**src/rtl/digit_scan_ctrl.sv**
```systemverilog
// Multiplexed display digit scanner: walks the enabled digits of an 8-digit display,
// inserting an all-off blank gap before each digit and flagging each frame wrap.
//   state | meaning
//   IDLE  | scan stopped, all anodes off, sel holds
//   BLANK | all anodes off between digits, BLANK_CYC cycles
//   SHOW  | digit sel lit and mux enabled, DWELL_CYC cycles
module digit_scan_ctrl #(
    parameter int DWELL_CYC = 50000,
    parameter int BLANK_CYC = 4
) (
    input  logic       clk,
    input  logic       rst_n,
    input  logic       scan_en,
    input  logic [7:0] digit_mask,
    output logic [2:0] sel,
    output logic       mux_en,
    output logic [7:0] an_n,
    output logic       frame_tick
);

    localparam int MAX_CYC = (DWELL_CYC > BLANK_CYC) ? DWELL_CYC : BLANK_CYC;
    localparam int CW      = (MAX_CYC > 1) ? $clog2(MAX_CYC) : 1;
    localparam logic [CW-1:0] BLANK_LOAD = CW'(BLANK_CYC - 1);
    localparam logic [CW-1:0] DWELL_LOAD = CW'(DWELL_CYC - 1);

    typedef enum logic [1:0] {
        IDLE  = 2'd0,
        BLANK = 2'd1,
        SHOW  = 2'd2
    } state_t;

    state_t          state, state_d;
    logic [CW-1:0]   cnt, cnt_d;
    logic [2:0]      sel_d, nxt_sel;
    logic            mux_en_d, tick_d;
    logic [7:0]      an_n_d;

    function automatic logic [2:0] lowest_set(input logic [7:0] m);
        logic [2:0] idx;
        idx = 3'd0;
        for (int i = 7; i >= 0; i--) begin
            if (m[i]) idx = 3'(i);
        end
        return idx;
    endfunction

    // Searches upward from cur+1, wrapping; offset 8 lands back on cur itself so a
    // single-bit mask re-selects the same digit.
    function automatic logic [2:0] next_set(input logic [7:0] m, input logic [2:0] cur);
        logic [2:0] idx;
        logic [2:0] cand;
        idx = cur;
        for (int i = 8; i >= 1; i--) begin
            cand = cur + 3'(i);
            if (m[cand]) idx = cand;
        end
        return idx;
    endfunction

    always_comb begin
        state_d  = state;
        cnt_d    = cnt;
        sel_d    = sel;
        mux_en_d = 1'b0;
        an_n_d   = 8'hFF;
        tick_d   = 1'b0;
        nxt_sel  = next_set(digit_mask, sel);
        if (!scan_en) begin
            state_d = IDLE;
            cnt_d   = '0;
        end else begin
            case (state)
                IDLE: begin
                    if (digit_mask != 8'h00) begin
                        state_d = BLANK;
                        sel_d   = lowest_set(digit_mask);
                        cnt_d   = BLANK_LOAD;
                    end
                end
                BLANK: begin
                    if (cnt == '0) begin
                        state_d  = SHOW;
                        cnt_d    = DWELL_LOAD;
                        mux_en_d = 1'b1;
                        an_n_d   = ~(8'h01 << sel);
                    end else begin
                        cnt_d = cnt - CW'(1);
                    end
                end
                SHOW: begin
                    if (cnt == '0) begin
                        if (digit_mask == 8'h00) begin
                            state_d = IDLE;
                            cnt_d   = '0;
                        end else begin
                            state_d = BLANK;
                            cnt_d   = BLANK_LOAD;
                            sel_d   = nxt_sel;
                            tick_d  = (nxt_sel <= sel);
                        end
                    end else begin
                        cnt_d    = cnt - CW'(1);
                        mux_en_d = 1'b1;
                        an_n_d   = ~(8'h01 << sel);
                    end
                end
                default: begin
                    state_d = IDLE;
                    cnt_d   = '0;
                end
            endcase
        end
    end

    always_ff @(posedge clk) begin
        if (!rst_n) begin
            state      <= IDLE;
            cnt        <= '0;
            sel        <= 3'd0;
            mux_en     <= 1'b0;
            an_n       <= 8'hFF;
            frame_tick <= 1'b0;
        end else begin
            state      <= state_d;
            cnt        <= cnt_d;
            sel        <= sel_d;
            mux_en     <= mux_en_d;
            an_n       <= an_n_d;
            frame_tick <= tick_d;
        end
    end

endmodule

```
**config.mk**
```make
export PLATFORM = sky130hd
export DESIGN_NAME = digit_scan_ctrl
export DESIGN_NICKNAME = d
export VERILOG_FILES = /design/src/rtl/digit_scan_ctrl.sv
export SDC_FILE = /design/constraint.sdc
export NUM_CORES = 1
export LEC_CHECK = 0
export ABC_AREA = 1
export BUFFER_PORTS_ARGS = -buffer_cell sky130_fd_sc_hd__buf_4
export CORE_MARGIN = 2
export CORE_UTILIZATION = 35
export CTS_BUF_LIST = sky130_fd_sc_hd__clkbuf_2
export DETAILED_ROUTE_END_ITERATION = 7
export SETUP_SLACK_MARGIN = 0.02
export SKIP_CTS_REPAIR_TIMING = 1
export SYNTH_ARGS = -nofsm -noshare
export SYNTH_HDL_FRONTEND = slang
export SYNTH_SLANG_ARGS = --single-unit
```
**constraint.sdc**
```tcl
create_clock -name clk -period 4.3 [get_ports clk]
set_clock_uncertainty 0.15 [all_clocks]
set_input_delay 1.075 -clock clk [delete_from_list [all_inputs] [get_ports clk]]
set_output_delay 1.075 -clock clk [all_outputs]
set_load 0.01 [all_outputs]
```
== Yosys cells after proc, flatten, opt, wreduce, memory -nomap -nowiden ==
Index checks and enable logic that the tools add are counted.
Widths: inputs -> output; s select.

* $add $sub $neg: 8
* Magnitude comparators: 8
* Equality and inequality tests: 6
* Shifts and indexed selects: 1
* Mux-type cells: 49
* Bitwise logic cells: 5
* Reductions and logical operators: 9

{| class="wikitable"
|+ Operators with widths
! cell !! count
|-
| $mux 3 || 18
|-
| $mux 16 || 3
|-
| $pmux 16 s3 || 1
|-
| $lt 3x4->1 const B || 7
|-
| $bmux 1 s3 || 7
|-
| $logic_not 16->1 || 1
|-
| $mux 8 || 2
|-
| $pmux 8 s2 || 1
|-
| $sub 16x1->16 const B || 1
|-
| $add 3x3->3 const B || 4
|-
| $mux 1 || 10
|-
| $logic_not 8->1 || 1
|-
| $mux 2 || 4
|-
| $ne 2x2->1 const B || 4
|-
| $not 8->8 || 1
|-
| $reduce_bool 8->1 || 1
|-
| $shl 1x3->8 const A || 1
|-
| $add 3x2->3 const B || 2
|-
| $pmux 2 s3 || 1
|-
| $pmux 3 s2 || 1
|-
| $reduce_and 5->1 || 1
|-
| $reduce_or 5->1 || 1
|-
| $not 1->1 || 4
|-
| $add 3x1->3 const B || 1
|-
| other kinds (8) || 8
|}

* Register bits: 31
* Bits of input ports: 11
* Output and inout bits: 13
* Word-level logic and storage cells: 92

== Depth between registers and ports, before layout ==
Gate-level depths: netlist of the first run.

* Word-level depth: 13
* Mapped depth: 21

== Worst setup path after synthesis of the first run ==
OpenSTA, ideal clock, no wires.

* Kind: input -> register
* Start point: input port digit_mask[1]
* End point: register frame_tick
* Arrival: 2,451 ps
* Slack: 1,578 ps
* Cell stages on the path: 15
* Buffers on the path: 0
* Cell sequence: inv_1 > nand2_2 > o21ai_2 > nand2_2 > nand3_2 > nand2_2 > nand3b_1 > nand2_1 > nand2_1 > nand2_1 > nand2_1 > a21boi_0 > ha_1 > a32oi_1 > nor3_1

* Cells in the longest elaborated chain, start to end: 10

{| class="wikitable"
|+ RTL lines
! element !! line !! text
|-
| from (decl) || 14 || <nowiki>input logic [7:0] digit_mask,</nowiki>
|-
| $bmux 1 s3 || 55 || <nowiki>if (m[cand]) idx = cand;</nowiki>
|-
| $mux 1 (not written as such) || 55 ||
|-
| $mux 3 (7 in series) || 55 ||
|-
| $le 3x3->1 || 99 || <nowiki>tick_d = (nxt_sel <= sel);</nowiki>
|-
| to (signal assigned) || 129 || <nowiki>frame_tick <= tick_d;</nowiki>
|-
| to (decl) || 18 || <nowiki>output logic frame_tick</nowiki>
|}

Several ways; a longest one is shown, not always the timed one. The select of a mux whose other input is x is not followed.
A chain may end at the register's enable or synchronous reset.

== Worst setup path in the final report of the first run ==
* Start point: register sel[1]
* End point: register frame_tick

* Cells in the longest elaborated chain, start to end: 11

{| class="wikitable"
|+ RTL lines
! element !! line !! text
|-
| from (decl) || 15 || <nowiki>output logic [2:0] sel,</nowiki>
|-
| from (signal assigned) || 126 || <nowiki>sel <= sel_d;</nowiki>
|-
| $add 3x3->3 || 54 || <nowiki>cand = cur + 3'(i);</nowiki>
|-
| $bmux 1 s3 || 55 ||
|-
| $mux 1 (not written as such) || 55 ||
|-
| $mux 3 (7 in series) || 55 ||
|-
| $le 3x3->1 (*) || 99 ||
|}

Mark *: on every way between the ends. The rest lies on a longest branch, timed or not. The select of a mux whose other input is x is not followed.

==> flow_summary.yaml, run 1 <==
outcome:
  status: "completed"
global_route:
  antenna_found_initial: 0
  first_global_vias: 2102
  grt_first_pass_wirelength_um: 9780
  grt_use_total_pct: 15.6
  grt_start_max_net_pins: 18
  grt.overflow.total: 0
floorplanning:
  dieArea_mm2: 0.00791
  rows: 30
  die_h_um: 88.9
  design.core.area_mm2: 0.00687
  initial_core_util_pct: 36.7
  ios: 24
  die_width_um: 88.9
synth:
  synth_seq_area_share_pct: 24.6
  yosys.area.top_type: "dfxtp_1"
  syn_avg_cell_area_um2: 6.75
  synthDistinctLibCells: 45
  synthTopCellsByArea: "dfxtp_1 (25%), nand2_1 (14%), ha_1 (7.4%)"
  syn-cell-area_mm2: 0.00252
  synth_common_cells: "nand2_1 (94), inv_1 (38), a21oi_1 (32)"
  yosysMostFrequentCell: "nand2_1"
  synth_edf_count: 0
  ys_async_sr_fraction_pct: 0
  synth_top_cell_area_share_pct: 24.6
  netlist_instances: 374
  yosys_warnings: 0
  synth_nets: 400
  ys.flop_type: "dfxtp_1"
  ys_seq_elements: 31
routing:
  met3_length_um: 263
  vias: 2387
  met2_length_um: 2540
  first_pass_iters: 4
  routed_wl_um: 5790
  viasPerCell: 4.83
  dr.first_iter.drc_count: 92
  m1WireLength_um: 2910
  drc: 0
  post_drt_wl_per_cell_um: 11.7
  highest_layer: "met4"
  ant_nets: 0
timing:
  final_hold_viol_count: 0
  drv_slew: 0
  period_share_pct: 74.5
  slew_headroom_pct: 58.2
  min_period_ns: 3.20
  setup_violations: 0
  tns_ns: 0
  tightest_slew_ns: 0.627
  fmax_mhz: 312
  rsz0062_at_grt: "false"
min_path:
  hp-class: "reg -> reg"
placed_design:
  dpl.cell_count: 487
  dp_hpwl_um: 4660
  gp_congestion: 0.965
  place.port_buffers: 23
clock_network:
  insertion_delay_ns: 0.37
  cts_inserted_buffers: 5
  cts-htree-levels: 2
  cts_tree: "done"
  clk_path_buf_depth: 2
  cts_sinks: 31
  cts-root-buf: "clkbuf_2"
  cts.clk_slew.worst_paths_ns: 0.17
layout:
  fillers: 762
  area_growth_pct: 10.8
  num-nets-final: 424
  diodes: 0
  final_cells: 494
  drive_gt1_share_pct: 21.1
critical_path:
  crit_fanout: 13
  crit_type: "reg -> reg"
  cp.arrival_ns: 3.35
  worstSetupEndpointType: "flop"
  cp-start-kind: "flop"
  crit_required_ns: 4.45
power_and_ir_drop:
  vdd.ir_drop.worst_mv: 0.0754
  p_leak_nw: 1.31
  power.total_mw: 0.843
  powerDensity_mw_per_mm2: 301
run:
  max_cap_viol_count: 0
## power by group
| group | switching [mW] | internal [mW] |
|---|---|---|
| Sequential | 0.0153 | 0.300 |
| Combinational | 0.246 | 0.146 |
| Clock | 0.101 | 0.0344 |
| Total | 0.363 | 0.480 |
## cells in the final DEF, fill, tap and decap left out, types with 2 or more instances in the layout
cell type / Yosys / final
nand3_1: 31 / 31
a21oi_1: 32 / 32
o21ai_2: 7 / 7
inv_1: 38 / 38
ha_1: 15 / 15
nand3_2: 9 / 9
inv_2: 4 / 4
buf_4: 1 / 24
nand2_1: 94 / 94
clkbuf_2: 0 / 5
o21ai_0: 15 / 15
a21oi_2: 3 / 3
nand3b_1: 2 / 2
nor2_4: 4 / 4
nor3_1: 5 / 5
or4_1: 2 / 2
nor2_2: 4 / 4
dfxtp_1: 31 / 31
nor2_1: 30 / 30
or2_2: 3 / 3
xnor2_1: 3 / 3
o21ai_1: 2 / 2
xor2_1: 4 / 4
nand2_2: 10 / 10
## metrics by stage
| stage | area (um^2) | util (%) | hold WS [ns] | setup WS, ns |
|---|---|---|---|---|
| 6_report | 2800 | 40.7 | 0.329 | 1.10 |
| 5_1_grt | 2800 | 40.7 | 0.361 | 0.811 |
| 4_1_cts | 2800 | 40.7 | 0.332 | 1.11 |
| 3_5_place_dp | 2760 | 40.2 | 0.312 | 1.17 |
| 3_3_place_gp | 2760 | 40.2 | 0.307 | 1.21 |
| 2_1_floorplan | 2520 | - | 0.295 | 1.58 |
## kinds of logic after synthesis
group	share of synthesized area [%]
buf+inv	9.82
simple gates	40.5
xor+xnor	2.43
compound gates	15.2
flops	24.6
fa+ha+maj	7.44
## metal layers
layer,up-vias,track usage (%)
met4,0,4.55
met3,6,2.59
li1,1267,-
met1,1066,21.8
met2,48,24.7
met5,-,0
## final timing paths
path,from,end,slack [ns],depth (start not counted)
setup / recovery,sel[1],frame_tick,1.10,15
hold / removal,cnt[0],cnt[0],0.33,2
setup reg to reg,sel[1],frame_tick,1.10,15
hold reg to reg,cnt[0],cnt[0],0.33,2
## sequential cells by signal, indices dropped and copies added (netlist names)
register	cells
cnt	16
an_n	8
sel	3
state	2
frame_tick	1
mux_en	1
## worst max-delay path: stages (launching register included)
cell	delay, ns
dfxtp_1	0.70
inv_8	0.11
ha_1	0.42
inv_1	0.19
nand3_1	0.12
nand3_1	0.13
nand2_1	0.11
a21boi_1	0.19
nand2_1	0.07
nand2_1	0.06
nand2_1	0.06
a21boi_0	0.20
ha_1	0.28
nand3b_1	0.10
a32oi_1	0.06
nor3_1	0.18
## layout make-up
type / instances / area (um^2) / area share (%)
Clock buffer: 5 / 25.0 / 0.895
Clock inverter: 2 / 8.76 / 0.313
Inverter: 45 / 186 / 6.67
Multi-Input combinational cell: 291 / 1660 / 59.2
Sequential cell: 31 / 621 / 22.2
Tap cell: 96 / 120 / 4.30
Timing Repair Buffer: 24 / 180 / 6.44
No activity file was read; power rests on OpenSTA's default activity.
==> inputs of run 2 (changes only) <==
- clock period: 4.3 -> 2.61 ns (I/O delays scaled with it)
==> run 2 against run 1 <==
  * Non-clock buffer count up 20
  * Worst setup slack lost 0.99 ns
  * Sequential power grew 63%
  * Maximum frequency grew 28%
  * Wire length grew 5.8%
  * Sequential share of layout area is 1.8 points lower
  * Register-to-register slack got worse by 0.99 ns
  * Hold slack improved by 0.0098 ns
  * Largest power group unchanged
==> flow_summary.yaml, run 2 (synthesis gave the netlist of run 1 again) <==
layout:
  top_regs: "cnt: 16 flops, an_n: 8 flops, sel: 3 flops"
  final_cells: 515
  layout_commonest_cell: "nand2_1"
  num-nets-final: 444
  multi_input_area_mm2: 0.00177
  regMostFlops: "cnt"
  area_growth_pct: 22.3
  layout_common_cells: "nand2_1 (90), buf_4 (43), inv_1 (35)"
  diodes: 0
  seqCellArea_um2: 629
  fillers: 709
  drive_gt1_share_pct: 30.3
  largest_register_ffs: 16
  final_area_mm2: 0.00309
global_route:
  grt_use_total_pct: 16.1
  grt_first_pass_wirelength_um: 10200
  first_global_vias: 2261
  antenna_found_initial: 0
  grt.overflow.total: 0
  grt_start_max_net_pins: 12
floorplanning:
  initial_core_util_pct: 36.7
  die_h_um: 88.9
  rows: 30
  ios: 24
  die_width_um: 88.9
  design.core.area_mm2: 0.00687
  dieArea_mm2: 0.00791
clock_network:
  cts.clk_slew.worst_paths_ns: 0.18
  cts_tree: "done"
  clk_path_buf_depth: 2
  cts_inserted_buffers: 5
  cts_sinks: 31
  cts-htree-levels: 2
  cts-root-buf: "clkbuf_2"
  insertion_delay_ns: 0.36
critical_path:
  cp.arrival_ns: 2.64
  r2r_end: "frame_tick"
  crit_path_start: "sel[1]"
  ff2ff_setup_slack_ns: 0.11
  ff2ff_path_depth: 19
  crit_required_ns: 2.76
  crit_fanout: 6
  crit_type: "reg -> reg"
  worstSetupEndpointType: "flop"
  cp-start-kind: "flop"
  r2r_start: "sel[1]"
power_and_ir_drop:
  vdd.ir_drop.worst_mv: 0.129
  p_leak_nw: 1.43
  powerDensity_mw_per_mm2: 500
  p_seq_share_pct: 33.3
  clkPwrFrac_pct: 15.7
  internal-power_mw: 0.897
  swShare_pct: 41.9
  comb_power_share_pct: 51.0
  p_sw_mw: 0.648
min_path:
  hp-class: "reg -> reg"
  whs_endpoint: "cnt[0]"
  holdCritStartpoint: "cnt[0]"
  min_path_cells: 2
timing:
  slew_headroom_pct: 71.3
  tightest_slew_ns: 0.428
  tns_ns: 0
  drv_slew: 0
  fmax_mhz: 400
  setup_ws_ns: 0.113
  setup_violations: 0
  rsz0062_at_grt: "true"
  min_period_ns: 2.50
  holdWs_ns: 0.339
  period_share_pct: 95.7
  final_hold_viol_count: 0
routing:
  first_pass_iters: 4
  routed_wl_um: 6130
  drc: 0
  post_drt_wl_per_cell_um: 11.9
  viasPerCell: 4.76
  vias: 2452
  dr.first_iter.drc_count: 99
  ant_nets: 0
placed_design:
  dpl.cell_count: 502
  dp_hpwl_um: 4650
  place.port_buffers: 23
  pre_cts_ws_ns: -0.0581
  placed_cell_area_mm2: 0.00288
  gp_congestion: 0.840
run:
  max_cap_viol_count: 0
outcome:
  status: "completed"
-- run 2: power by group through the flow --
stage / combinational (mW) / sequential, mW / clock (mW)
floorplan: 0.518 / 0.525 / 0
global placement: 0.686 / 0.523 / 0
global route: 0.878 / 0.518 / 0.269
detailed placement: 0.691 / 0.523 / 0
finish: 0.789 / 0.514 / 0.242
CTS: 0.694 / 0.514 / 0.255
-- run 2: critical path, stage by stage (launching register included) --
cell	delay [ns]
dfxtp_4	0.43
inv_8	0.04
ha_4	0.32
inv_6	0.06
nand3_4	0.09
nand3_4	0.09
nand2_2	0.07
nand3_2	0.05
nand2_1	0.06
nand2_1	0.05
nand2_1	0.05
nand2_1	0.05
nand2_1	0.06
nand2_1	0.06
nand2_1	0.08
nand2_2	0.08
ha_4	0.25
a21oi_2	0.14
a32oi_1	0.07
nor3_1	0.18
-- run 2: worst max path at each step --
stage / depth (start not counted) / endpoint
floorplan: 18 / frame_tick
global placement: 17 / frame_tick
detailed placement: 19 / frame_tick
CTS: 19 / frame_tick
global route: 21 / frame_tick
finish: 19 / frame_tick
-- run 2: final cells by class --
class,count,area share (%)
Sequential cell,31,20.4
Clock buffer,7,1.13
Timing Repair Buffer,44,10.9
Tap cell,96,3.89
Clock inverter,1,0.162
Inverter,45,6.28
Multi-Input combinational cell,291,57.2
-- run 2: layer usage --
layer | vias to the layer above | track usage [%] | share of wire, %
li1 | 1305 | - | -
met1 | 1089 | 22.9 | 53
met2 | 50 | 25.2 | 42
met3 | 8 | 2.31 | 3.8
met4 | 0 | 4.82 | 1.4
met5 | - | 0 | 0
-- run 2: metrics by stage --
stage               utilization, %  power (mW)
floorplan                        -        1.04
global placement              41.9        1.21
detailed placement            41.9        1.21
CTS                           42.5        1.46
global route                  44.9        1.66
finish                        44.9        1.54
==> inputs of run 3 (changes only) <==
- PLACE_DENSITY_LB_ADDON: unset -> 0.1
==> run 3 against run 2 <==
  * Die area unchanged
  * Clock-buffer cell count down 2
  * Flip-flop and latch count unchanged
  * Hold slack worse by 0.0087 ns
  * Clock power down 7%
  * Critical path depth down 3
  * Wire length up 4.9%
  * Non-clock buffer count unchanged
  * Global-route usage up 1.5 points
  * Worst setup slack worse by 0.031 ns
  * Design area up 0.53%
  * Critical path type unchanged
  * Critical endpoint unchanged
==> flow_summary.yaml, run 3 (synthesis gave the netlist of run 1 again) <==
outcome:
  status: "completed"
floorplanning:
  die_h_um: 88.9
  dieArea_mm2: 0.00791
  initial_core_util_pct: 36.7
  rows: 30
  ios: 24
  die_width_um: 88.9
  design.core.area_mm2: 0.00687
critical_path:
  ff2ff_setup_slack_ns: 0.08
  crit_type: "reg -> reg"
  worstSetupEndpointType: "flop"
  r2r_start: "sel[1]"
  ff2ff_path_depth: 16
  cp.arrival_ns: 2.63
  r2r_end: "frame_tick"
  cp-start-kind: "flop"
  crit_required_ns: 2.71
  crit_fanout: 9
timing:
  min_period_ns: 2.53
  fmax_mhz: 396
  setup_ws_ns: 0.0816
  final_hold_viol_count: 0
  holdWs_ns: 0.330
  drv_slew: 0
  slew_headroom_pct: 67.3
  setup_violations: 0
  period_share_pct: 96.9
  tightest_slew_ns: 0.486
  rsz0062_at_grt: "true"
routing:
  vias: 2478
  post_drt_wl_per_cell_um: 12.5
  viasPerCell: 4.82
  first_pass_iters: 4
  dr.first_iter.drc_count: 62
  ant_nets: 0
  routed_wl_um: 6430
  drc: 0
layout:
  regMostFlops: "cnt"
  num-nets-final: 444
  diodes: 0
  top_regs: "cnt: 16 flops, an_n: 8 flops, sel: 3 flops"
  layout_commonest_cell: "nand2_1"
  area_growth_pct: 23.0
  largest_register_ffs: 16
  layout_common_cells: "nand2_1 (89), buf_4 (40), inv_1 (34)"
  drive_gt1_share_pct: 30.1
run:
  max_cap_viol_count: 0
global_route:
  antenna_found_initial: 0
  grt.overflow.total: 0
  grt_first_pass_wirelength_um: 10800
  first_global_vias: 2336
  grt_start_max_net_pins: 16
  grt_use_total_pct: 17.6
min_path:
  min_path_cells: 2
  holdCritStartpoint: "cnt[0]"
  hp-class: "reg -> reg"
  whs_endpoint: "cnt[0]"
clock_network:
  cts-htree-levels: 2
  cts_tree: "done"
  cts.clk_slew.worst_paths_ns: 0.17
  clk_path_buf_depth: 2
  insertion_delay_ns: 0.36
  cts_sinks: 31
  cts-root-buf: "clkbuf_2"
  cts_inserted_buffers: 5
power_and_ir_drop:
  powerDensity_mw_per_mm2: 493
  vdd.ir_drop.worst_mv: 0.167
  power.total_mw: 1.53
  p_leak_nw: 1.42
placed_design:
  gp_congestion: 0.953
  place.port_buffers: 23
  dp_hpwl_um: 5040
  pre_cts_ws_ns: -0.0510
[run 3: cell types whose count changed in the layout (fill, tap and decap cells not counted), sizes merged]
cell	before	now
clkbuf	7	5
clkinv	2	3
[run 3: final cells by class]
class                           count  area [um^2]
Fill cell                         731         3770
Multi-Input combinational cell    291         1780
Sequential cell                    31          626
Timing Repair Buffer               44          362
Inverter                           45          186
Tap cell                           96          120
Clock buffer                        5         25.0
Clock inverter                      2         8.76
[run 3: how the worst max path moves through the flow]
stage,slack (ns),depth (start not counted),from,to
2_1_floorplan,0.05,18,sel[1],frame_tick
3_3_place_gp,-0.02,16,sel[1],frame_tick
3_5_place_dp,-0.05,16,sel[1],frame_tick
4_1_cts,-0.12,15,sel[1],frame_tick
5_1_grt,-0.04,16,sel[1],frame_tick
6_report,0.08,16,sel[1],frame_tick
[run 3: critical path, stage by stage (launching register included)]
cell	delay [ns]
dfxtp_4	0.40
buf_8	0.15
ha_4	0.17
ha_4	0.28
inv_1	0.06
nand3_2	0.09
nand2_2	0.08
o21ai_2	0.12
nand2_1	0.07
nand2_2	0.09
nand2_1	0.06
nand2_1	0.09
nand2_2	0.08
ha_4	0.15
nand3b_1	0.15
a32oi_1	0.17
nor3_1	0.07
[run 3: layer usage]
layer | track usage (%) | vias up | share of wire [%]
met2 | 30.8 | 35 | 49
li1 | - | 1308 | -
met1 | 21.7 | 1129 | 46
met4 | 4.96 | 0 | 1.2
met5 | 0 | - | 0
met3 | 3.60 | 6 | 3.5
[run 3: metrics by stage]
step	std cells	utilization (%)	area, um^2	TNS, ns
after floorplan	374	-	2530	0
after global placement	502	41.9	2880	-0.0207
after detailed placement	502	41.9	2880	-0.0510
after CTS	509	42.4	2910	-0.115
after global routing	514	45.2	3100	-0.0430
final	514	45.2	3100	0
[run 3: power breakdown]
group	switching (mW)	internal (mW)	total (mW)
clock	0.167	0.0567	0.224
sequential	0.0176	0.494	0.512
combinational	0.464	0.329	0.793
total	0.649	0.880	1.53
